--- config.mk ---
export PLATFORM = sky130hd
export DESIGN_NAME = feature_fetch_ctrl
export DESIGN_NICKNAME = d
export VERILOG_FILES = /design/src/rtl/cascade_pkg.sv /design/src/rtl/feat_skid_fifo.sv /design/src/rtl/feature_fetch_ctrl.sv
export SDC_FILE = /design/constraint.sdc
export NUM_CORES = 1
export LEC_CHECK = 0
export ABC_CLOCK_PERIOD_IN_PS = 3900
export CORE_UTILIZATION = 30
export CTS_CLUSTER_SIZE = 16
export DETAILED_ROUTE_END_ITERATION = 7
export HOLD_SLACK_MARGIN = 0.08
export PLACE_DENSITY = 0.59
export SYNTH_ARGS = -nofsm -noshare
export SYNTH_HDL_FRONTEND = slang
export SYNTH_SLANG_ARGS = --single-unit
export TNS_END_PERCENT = 10
--- constraint.sdc ---
create_clock -name clk -period 3.9 [get_ports clk]
set_clock_uncertainty 0.05 [all_clocks]
set_input_delay 0.78 -clock clk [delete_from_list [all_inputs] [get_ports clk]]
set_output_delay 0.78 -clock clk [all_outputs]
set_load 0.02 [all_outputs]
--- src/rtl/cascade_pkg.sv ---
// Shared types and constants for the cascade classifier feature path.
// Provides the ROM geometry, the fetch controller FSM encoding and the
// buffered feature entry carried from the weight ROM to the evaluator.
package cascade_pkg;

  localparam int unsigned W_ADDR     = 8;
  localparam int unsigned W_DATA     = 3;
  localparam int unsigned N_FEATURES = 136;

  typedef enum logic [1:0] {
    ST_IDLE,
    ST_FETCH,
    ST_DRAIN
  } fetch_state_t;

  typedef struct packed {
    logic [W_DATA-1:0] weight;
    logic [W_ADDR-1:0] idx;
    logic              last;
  } feat_entry_t;

endpackage

--- src/rtl/feat_skid_fifo.sv ---
// Two-entry FIFO with fall-through when empty, parameterised on entry type.
// Ports:
//   clk, rst            clock, async active-high reset
//   wr_valid, wr_data   entry arriving this cycle (always accepted)
//   rd_valid, rd_ready  head handshake
//   rd_data             head entry, all zeros while rd_valid is low
//   count               number of stored entries (0..2)
module feat_skid_fifo #(
  parameter type entry_t = logic
) (
  input  logic       clk,
  input  logic       rst,
  input  logic       wr_valid,
  input  entry_t     wr_data,
  output logic       rd_valid,
  input  logic       rd_ready,
  output entry_t     rd_data,
  output logic [1:0] count
);

  entry_t     mem [2];
  logic       wr_ptr;
  logic       rd_ptr;
  logic [1:0] cnt;
  logic       empty;
  logic       pop;
  logic       store;
  logic       unload;

  // An arriving entry is presented directly when storage is empty; it is
  // only stored if it is not consumed in the same cycle.
  always_comb begin
    empty    = (cnt == 2'd0);
    rd_valid = !empty || wr_valid;
    pop      = rd_valid && rd_ready;
    store    = wr_valid && !(empty && pop);
    unload   = pop && !empty;
    if (!empty) begin
      rd_data = mem[rd_ptr];
    end else if (wr_valid) begin
      rd_data = wr_data;
    end else begin
      rd_data = '0;
    end
  end

  always_ff @(posedge clk or posedge rst) begin
    if (rst) begin
      mem[0] <= '0;
      mem[1] <= '0;
      wr_ptr <= 1'b0;
      rd_ptr <= 1'b0;
      cnt    <= 2'd0;
    end else begin
      if (store) begin
        mem[wr_ptr] <= wr_data;
        wr_ptr      <= ~wr_ptr;
      end
      if (unload) begin
        rd_ptr <= ~rd_ptr;
      end
      case ({store, unload})
        2'b10:   cnt <= cnt + 2'd1;
        2'b01:   cnt <= cnt - 2'd1;
        default: cnt <= cnt;
      endcase
    end
  end

  assign count = cnt;

endmodule

--- src/rtl/feature_fetch_ctrl.sv ---
// Weight ROM fetch sequencer: walks a stage's feature range, absorbs the
// ROM's one-cycle read latency and streams one weight per feature.
// Ports:
//   clk, rst                      clock, async active-high reset
//   start_valid/ready/base/count  stage descriptor handshake
//   rom_en, rom_addr, rom_data    external weight ROM (1-cycle read)
//   feat_valid/ready/weight/idx/last  feature stream to the evaluator
//   busy, done, err               stage status
module feature_fetch_ctrl
  import cascade_pkg::*;
(
  input  logic              clk,
  input  logic              rst,
  input  logic              start_valid,
  output logic              start_ready,
  input  logic [W_ADDR-1:0] start_base,
  input  logic [W_ADDR:0]   start_count,
  output logic              rom_en,
  output logic [W_ADDR-1:0] rom_addr,
  input  logic [W_DATA-1:0] rom_data,
  output logic              feat_valid,
  input  logic              feat_ready,
  output logic [W_DATA-1:0] feat_weight,
  output logic [W_ADDR-1:0] feat_idx,
  output logic              feat_last,
  output logic              busy,
  output logic              done,
  output logic              err
);

  localparam int unsigned W_SUM = W_ADDR + 2;

  fetch_state_t      state_q, state_d;
  logic [W_ADDR-1:0] next_addr_q;
  logic [W_ADDR-1:0] last_addr_q;
  logic [W_ADDR:0]   remaining_q;
  logic              pend_q;
  logic [W_ADDR-1:0] pend_idx_q;
  logic              pend_last_q;
  logic              start_ready_q;
  logic              done_q, done_d;
  logic              err_q, err_d;

  logic              accept;
  logic              range_bad;
  logic              credit_ok;
  logic              issue;
  logic              hs;
  logic              done_c;
  logic [1:0]        fifo_cnt;
  logic              head_valid;
  feat_entry_t       wr_entry;
  feat_entry_t       head;

  // Descriptor qualification; range check is widened so it cannot wrap.
  always_comb begin
    accept    = start_valid && start_ready_q && (state_q == ST_IDLE);
    range_bad = (W_SUM'(start_base) + W_SUM'(start_count)) > W_SUM'(N_FEATURES);
  end

  // Reads in flight plus stored entries never exceed the FIFO depth.
  always_comb begin
    credit_ok = ({1'b0, pend_q} + fifo_cnt) < 2'd2;
    hs        = head_valid && feat_ready;
    done_c    = (state_q == ST_DRAIN) && hs && head.last;
  end

  // Next-state and issue decode.
  always_comb begin
    state_d = state_q;
    issue   = 1'b0;
    done_d  = 1'b0;
    err_d   = 1'b0;
    unique case (state_q)
      ST_IDLE: begin
        if (accept) begin
          if (start_count == '0) begin
            done_d = 1'b1;
          end else if (range_bad) begin
            err_d = 1'b1;
          end else begin
            state_d = ST_FETCH;
          end
        end
      end
      ST_FETCH: begin
        if (credit_ok) begin
          issue = 1'b1;
          if (remaining_q == (W_ADDR+1)'(1)) begin
            state_d = ST_DRAIN;
          end
        end
      end
      ST_DRAIN: begin
        if (done_c) begin
          state_d = ST_IDLE;
        end
      end
      default: state_d = ST_IDLE;
    endcase
  end

  // State register.
  always_ff @(posedge clk or posedge rst) begin
    if (rst) begin
      state_q <= ST_IDLE;
    end else begin
      state_q <= state_d;
    end
  end

  // Address walk, read-latency tracking and status pulses.
  always_ff @(posedge clk or posedge rst) begin
    if (rst) begin
      next_addr_q   <= '0;
      last_addr_q   <= '0;
      remaining_q   <= '0;
      pend_q        <= 1'b0;
      pend_idx_q    <= '0;
      pend_last_q   <= 1'b0;
      start_ready_q <= 1'b0;
      done_q        <= 1'b0;
      err_q         <= 1'b0;
    end else begin
      start_ready_q <= (state_d == ST_IDLE) && !accept;
      done_q        <= done_d;
      err_q         <= err_d;
      if (accept) begin
        next_addr_q <= start_base;
        remaining_q <= start_count;
      end else if (issue) begin
        next_addr_q <= next_addr_q + W_ADDR'(1);
        remaining_q <= remaining_q - (W_ADDR+1)'(1);
      end
      if (issue) begin
        last_addr_q <= next_addr_q;
        pend_idx_q  <= next_addr_q;
        pend_last_q <= (remaining_q == (W_ADDR+1)'(1));
      end
      pend_q <= issue;
    end
  end

  // ROM data returns one cycle after issue, tagged with its index and last flag.
  always_comb begin
    wr_entry = '{weight: rom_data, idx: pend_idx_q, last: pend_last_q};
  end

  feat_skid_fifo #(
    .entry_t(feat_entry_t)
  ) u_fifo (
    .clk     (clk),
    .rst     (rst),
    .wr_valid(pend_q),
    .wr_data (wr_entry),
    .rd_valid(head_valid),
    .rd_ready(feat_ready),
    .rd_data (head),
    .count   (fifo_cnt)
  );

  assign start_ready = start_ready_q;
  assign rom_en      = issue;
  assign rom_addr    = issue ? next_addr_q : last_addr_q;
  assign feat_valid  = head_valid;
  assign feat_weight = head.weight;
  assign feat_idx    = head.idx;
  assign feat_last   = head.last;
  assign busy        = (state_q != ST_IDLE);
  assign done        = done_q || done_c;
  assign err         = err_q;

endmodule

==> impl_results.html <==
<table>
<tr><th>Metric</th><th>Value</th></tr>
<tr><th colspan="2">Run status</th></tr>
<tr><td>Run status</td><td>completed</td></tr>
<tr><th colspan="2">Layout</th></tr>
<tr><td>Antenna Diode Count</td><td>0</td></tr>
<tr><td>Area used by sequential logic in the layout</td><td>1700 um^2</td></tr>
<tr><td>Util after Layout</td><td>39.5%</td></tr>
<tr><td>NumNets Final</td><td>438</td></tr>
<tr><td>Final-layout fill cell count</td><td>1134</td></tr>
<tr><td>Area Overhead vs Synth</td><td>28.4%</td></tr>
<tr><td>Multi-input gate area</td><td>1690 um^2</td></tr>
<tr><td>Share of cells above drive strength 1</td><td>9.61%</td></tr>
<tr><th colspan="2">Global route</th></tr>
<tr><td>Number of antenna violations at the first check in global routing</td><td>0</td></tr>
<tr><td>Maximum number of pins on one net before global-route repair</td><td>69</td></tr>
<tr><td>Vias in the first global route</td><td>2698</td></tr>
<tr><td>First-pass GRT wire length</td><td>13700 um</td></tr>
<tr><td>Remaining global-route overflow</td><td>0</td></tr>
<tr><td>Combined global-route utilization of all metal layers</td><td>15.1%</td></tr>
<tr><th colspan="2">Power and ir drop</th></tr>
<tr><td>Clock share of power</td><td>46.3%</td></tr>
<tr><td>Cell leakage power</td><td>0.00206 uW</td></tr>
<tr><td>Cell area power density</td><td>428 nW/um^2</td></tr>
<tr><td>Internal cell power</td><td>1440 uW</td></tr>
<tr><td>Peak supply drop</td><td>0.219 mV</td></tr>
<tr><td>Switching power as a share of total power</td><td>24.9%</td></tr>
<tr><td>Switching power total</td><td>479 uW</td></tr>
<tr><td>Comb pwr share</td><td>14.9%</td></tr>
<tr><td>Sequential share of power</td><td>38.7%</td></tr>
<tr><th colspan="2">Route</th></tr>
<tr><td>Detailed router's first-iteration violation count</td><td>200</td></tr>
<tr><td>Drt wl/cell</td><td>14.7 um</td></tr>
<tr><td>Number of vias in the routed layout</td><td>2725</td></tr>
<tr><td>Routed wire length</td><td>8080 um</td></tr>
<tr><td>Number of vias per cell</td><td>4.96</td></tr>
<tr><td>Drt first pass iters</td><td>5</td></tr>
<tr><td>Count of nets left with antenna violations after detail routing</td><td>0</td></tr>
<tr><td>Remaining routing DRC violations</td><td>0</td></tr>
<tr><th colspan="2">CTS</th></tr>
<tr><td>Clock Root Buffer</td><td>sky130_fd_sc_hd__clkbuf_16</td></tr>
<tr><td>Resized Gates After CTS</td><td>0</td></tr>
<tr><td>Hold buffers post-CTS</td><td>0</td></tr>
<tr><td>Maximum level of the CTS H-tree</td><td>3</td></tr>
<tr><td>Clock tree sinks</td><td>68</td></tr>
<tr><td>Number of buffers inserted during clock tree synthesis</td><td>9</td></tr>
<tr><td>CTS tree</td><td>yes</td></tr>
<tr><td>Source-to-sink clock delay at the later pin of the worst-skew pair</td><td>0.32 ns</td></tr>
<tr><td>Clock slew seen by the registers of the worst setup and hold paths</td><td>0.05 ns</td></tr>
<tr><td>Post-CTS setup buffer count</td><td>0</td></tr>
<tr><td>Maximum number of buffers from clock root to sink</td><td>2</td></tr>
<tr><th colspan="2">Setup path</th></tr>
<tr><td>Crit path DAT</td><td>2.41 ns</td></tr>
<tr><td>Cell Chain, Critical Path</td><td>and3b_1, nor2_1, nand2_2, inv_2, nand2_1, nand2_1, clkdlybuf4s50_1</td></tr>
<tr><td>Crit start category</td><td>register</td></tr>
<tr><td>Most repeated library cell on the critical path</td><td>sky130_fd_sc_hd__nand2_1</td></tr>
<tr><td>Depth of the worst register-to-register path</td><td>7</td></tr>
<tr><td>Data required, critical path</td><td>3.07 ns</td></tr>
<tr><td>Critical register-to-register path startpoint</td><td>u_fifo.count[0]$_DFFE_PP0P_</td></tr>
<tr><td>Type of destination of the critical path</td><td>output pin</td></tr>
<tr><td>End of the worst register-to-register path</td><td>next_addr_q[6]$_DFFE_PP0P_</td></tr>
<tr><td>Slowest Stage Delay on Critical Path</td><td>0.62 ns</td></tr>
<tr><td>Maximum fanout encountered on the critical timing path</td><td>21</td></tr>
<tr><td>Worst R2R Setup Slack</td><td>1.81 ns</td></tr>
<tr><td>Slowest cell on the critical path</td><td>sky130_fd_sc_hd__clkdlybuf4s50_1</td></tr>
<tr><td>Setup Crit Path Kind</td><td>register to output pin</td></tr>
<tr><td>Critical Path Sink</td><td>rom_addr[6]</td></tr>
<tr><td>Launching instance or port of the critical path</td><td>u_fifo.count[0]$_DFFE_PP0P_</td></tr>
<tr><th colspan="2">Timing</th></tr>
<tr><td>Fmax</td><td>308 MHz</td></tr>
<tr><td>Slew Limit Fails</td><td>0</td></tr>
<tr><td>Number of endpoints failing setup at the final stage</td><td>0</td></tr>
<tr><td>Tcrit/Tclk final</td><td>83.2%</td></tr>
<tr><td>Final critical-path required period</td><td>3.24 ns</td></tr>
<tr><td>Hold slack final</td><td>0.430 ns</td></tr>
<tr><td>Max-slew headroom</td><td>41.5%</td></tr>
<tr><td>Unrepaired setup endpoints after global routing</td><td>no</td></tr>
<tr><td>Setup TNS</td><td>0 ns</td></tr>
<tr><td>Final critical-path setup slack</td><td>0.655 ns</td></tr>
<tr><td>Actual slew at the worst max-slew pin</td><td>0.877 ns</td></tr>
<tr><td>Number of hold violations in the final report</td><td>0</td></tr>
<tr><th colspan="2">Synthesis</th></tr>
<tr><td>Total of warnings raised by yosys</td><td>0</td></tr>
<tr><td>Synth Area in Simple Gates</td><td>16.1%</td></tr>
<tr><td>Synthesized-area fraction occupied by ao, oa, aoi and oai cells</td><td>12.4%</td></tr>
<tr><td>Netlist area before placement</td><td>3500 um^2</td></tr>
<tr><td>Synthesized flop and latch total</td><td>68</td></tr>
<tr><td>Synthesized-area fraction occupied by xor and xnor cells</td><td>3.51%</td></tr>
<tr><td>Proportion of synthesized chip area in sequential cells</td><td>48.6%</td></tr>
<tr><td>Dominant combinational cell family by area after synthesis</td><td>simple AND/OR/NAND/NOR gates</td></tr>
<tr><td>Syn Nets</td><td>386</td></tr>
<tr><td>Count of distinct cell types in the synthesized netlist</td><td>54</td></tr>
<tr><td>Synthesized area divided by synthesized cell count</td><td>10.0 um^2</td></tr>
<tr><td>Yosys top cell by area</td><td>sky130_fd_sc_hd__dfrtp_1</td></tr>
<tr><td>Ys flop type</td><td>sky130_fd_sc_hd__dfrtp_1</td></tr>
<tr><td>Ranking of synthesized cells by area</td><td>sky130_fd_sc_hd__dfrtp_1 (49%), sky130_fd_sc_hd__nand2_1 (7.1%), sky130_fd_sc_hd__mux2_1 (4.5%)</td></tr>
<tr><td>Post-synth EDFFs</td><td>0</td></tr>
<tr><td>Adder-Cell Fraction of Synth Area</td><td>4.86%</td></tr>
<tr><td>Ranking of synthesized cells by instance count</td><td>sky130_fd_sc_hd__dfrtp_1 (68), sky130_fd_sc_hd__nand2_1 (66), sky130_fd_sc_hd__nand3_1 (21), sky130_fd_sc_hd__o21ai_0 (18)</td></tr>
<tr><td>Multiplexer area fraction after synthesis</td><td>11.4%</td></tr>
<tr><td>Cells after synthesis</td><td>349</td></tr>
<tr><td>Most frequent cell after synthesis</td><td>sky130_fd_sc_hd__dfrtp_1</td></tr>
<tr><td>Share of the synthesized area in the top cell type</td><td>48.6%</td></tr>
<tr><td>Share of flip-flops with an asynchronous set or reset after synthesis</td><td>100%</td></tr>
<tr><th colspan="2">Place</th></tr>
<tr><td>Routability Congestion</td><td>0.836</td></tr>
<tr><td>Half-perimeter wire length after detailed placement</td><td>5760 um</td></tr>
<tr><td>Port-buffer cells</td><td>49</td></tr>
<tr><td>Worst slack at placement</td><td>0.612 ns</td></tr>
<tr><th colspan="2">Floorplanning</th></tr>
<tr><td>Horizontal die dimension</td><td>110 um</td></tr>
<tr><td>Vertical die dimension</td><td>110 um</td></tr>
<tr><td>Total number of placement rows</td><td>39</td></tr>
<tr><td>Initial standard-cell utilization of the core</td><td>30.8%</td></tr>
<tr><td>Area of the die</td><td>12100 um^2</td></tr>
<tr><td>Core region area</td><td>11400 um^2</td></tr>
<tr><td>Top-Level Pins</td><td>50</td></tr>
<tr><th colspan="2">Run</th></tr>
<tr><td>Reported max-cap violation count</td><td>0</td></tr>
<tr><th colspan="2">Min path</th></tr>
<tr><td>Class of the tightest hold or removal check</td><td>register to register</td></tr>
</table>
power by group through the flow:
stage                     clock network (uW)  logic (uW)  registers [uW]
final                                    891         287             745
after global routing                     947         318             749
after CTS                                912         293             745
after detailed placement                   0         291             758
after global placement                     0         287             757
after floorplan                            0         201             749
cells by family after synthesis:
| family | count (synthesis) |
|---|---|
| AND/OR/NAND/NOR | 124 |
| flip-flops | 68 |
| AO/OA/AOI/OAI | 67 |
| multiplexers | 37 |
| buffers and inverters | 26 |
| XOR/XNOR | 14 |
| adder cells (fa/ha/maj) | 13 |
layer usage:
metal | part of all wire, % | GRT usage [%]
met1 | 47 | 20.0
met3 | 5.5 | 4.41
met5 | 0 | 0
met2 | 47 | 23.9
met4 | 1.0 | 3.90
through the flow:
stage	total power [uW]	instance area, um^2	instances
floorplan	950	3500	349
global placement	1040	4160	533
finish	1920	4490	549
CTS	1950	4490	549
global route	2010	4490	549
detailed placement	1050	4160	533
state kept, by name, summed over array words and instances (netlist names):
register and count:
u_fifo.mem 24, last_addr_q 8, u_fifo.count 2, state_q 2
remaining_q 9, u_fifo.rd_ptr 1, pend_last_q 1, pend_idx_q 8
pend_q 1, done_q 1, start_ready 1, u_fifo.wr_ptr 1
next_addr_q 8, err 1
cell usage in the layout (no fill, tap or decap), types with 3 or more instances in the layout:
cell                              instances
sky130_fd_sc_hd__xnor2_1                  8
sky130_fd_sc_hd__clkbuf_16                9
sky130_fd_sc_hd__mux2i_1                 13
sky130_fd_sc_hd__inv_1                    9
sky130_fd_sc_hd__or3_1                    3
sky130_fd_sc_hd__dfrtp_1                 68
sky130_fd_sc_hd__ha_1                    12
sky130_fd_sc_hd__nor2b_1                  4
sky130_fd_sc_hd__o211ai_1                 4
sky130_fd_sc_hd__nor2_1                  14
sky130_fd_sc_hd__o21ai_1                 12
sky130_fd_sc_hd__o21ai_0                 18
sky130_fd_sc_hd__mux2_1                  14
sky130_fd_sc_hd__o311ai_1                 3
sky130_fd_sc_hd__mux2_2                  10
sky130_fd_sc_hd__nand3_1                 21
sky130_fd_sc_hd__a21oi_1                  8
sky130_fd_sc_hd__clkdlybuf4s50_1         49
sky130_fd_sc_hd__buf_4                    7
sky130_fd_sc_hd__nand2_1                 66
sky130_fd_sc_hd__xor2_1                   6
layout make-up:
type                    count  area share (%)
clock buffers              11            5.63
clock inverters             5            1.87
inverters                  11           0.919
multi-input cells         255            37.6
flip-flops and latches     68            37.9
well taps                 143            3.98
repair buffers             56            12.1
critical path: cells and delay by family, from the launching register on:
kind	cells	cell delay, ns
DFF	1	0.44
and+or+nand+nor	5	0.75
buffers and inverters	2	0.91
worst min path at each step:
stage / from / endpoint / slack (ns) / cells after the start
after floorplan: remaining_q[8]$_DFFE_PP0P_ / remaining_q[8]$_DFFE_PP0P_ / 0.40 / 2
after global placement: remaining_q[8]$_DFFE_PP0P_ / remaining_q[8]$_DFFE_PP0P_ / 0.41 / 2
after detailed placement: remaining_q[8]$_DFFE_PP0P_ / remaining_q[8]$_DFFE_PP0P_ / 0.42 / 2
after CTS: remaining_q[8]$_DFFE_PP0P_ / remaining_q[8]$_DFFE_PP0P_ / 0.44 / 2
after global routing: remaining_q[8]$_DFFE_PP0P_ / remaining_q[8]$_DFFE_PP0P_ / 0.46 / 2
final: last_addr_q[3]$_DFF_PP0_ / last_addr_q[3]$_DFF_PP0_ / 0.43 / 2
Note: power is estimated with default switching activity, not from simulation.
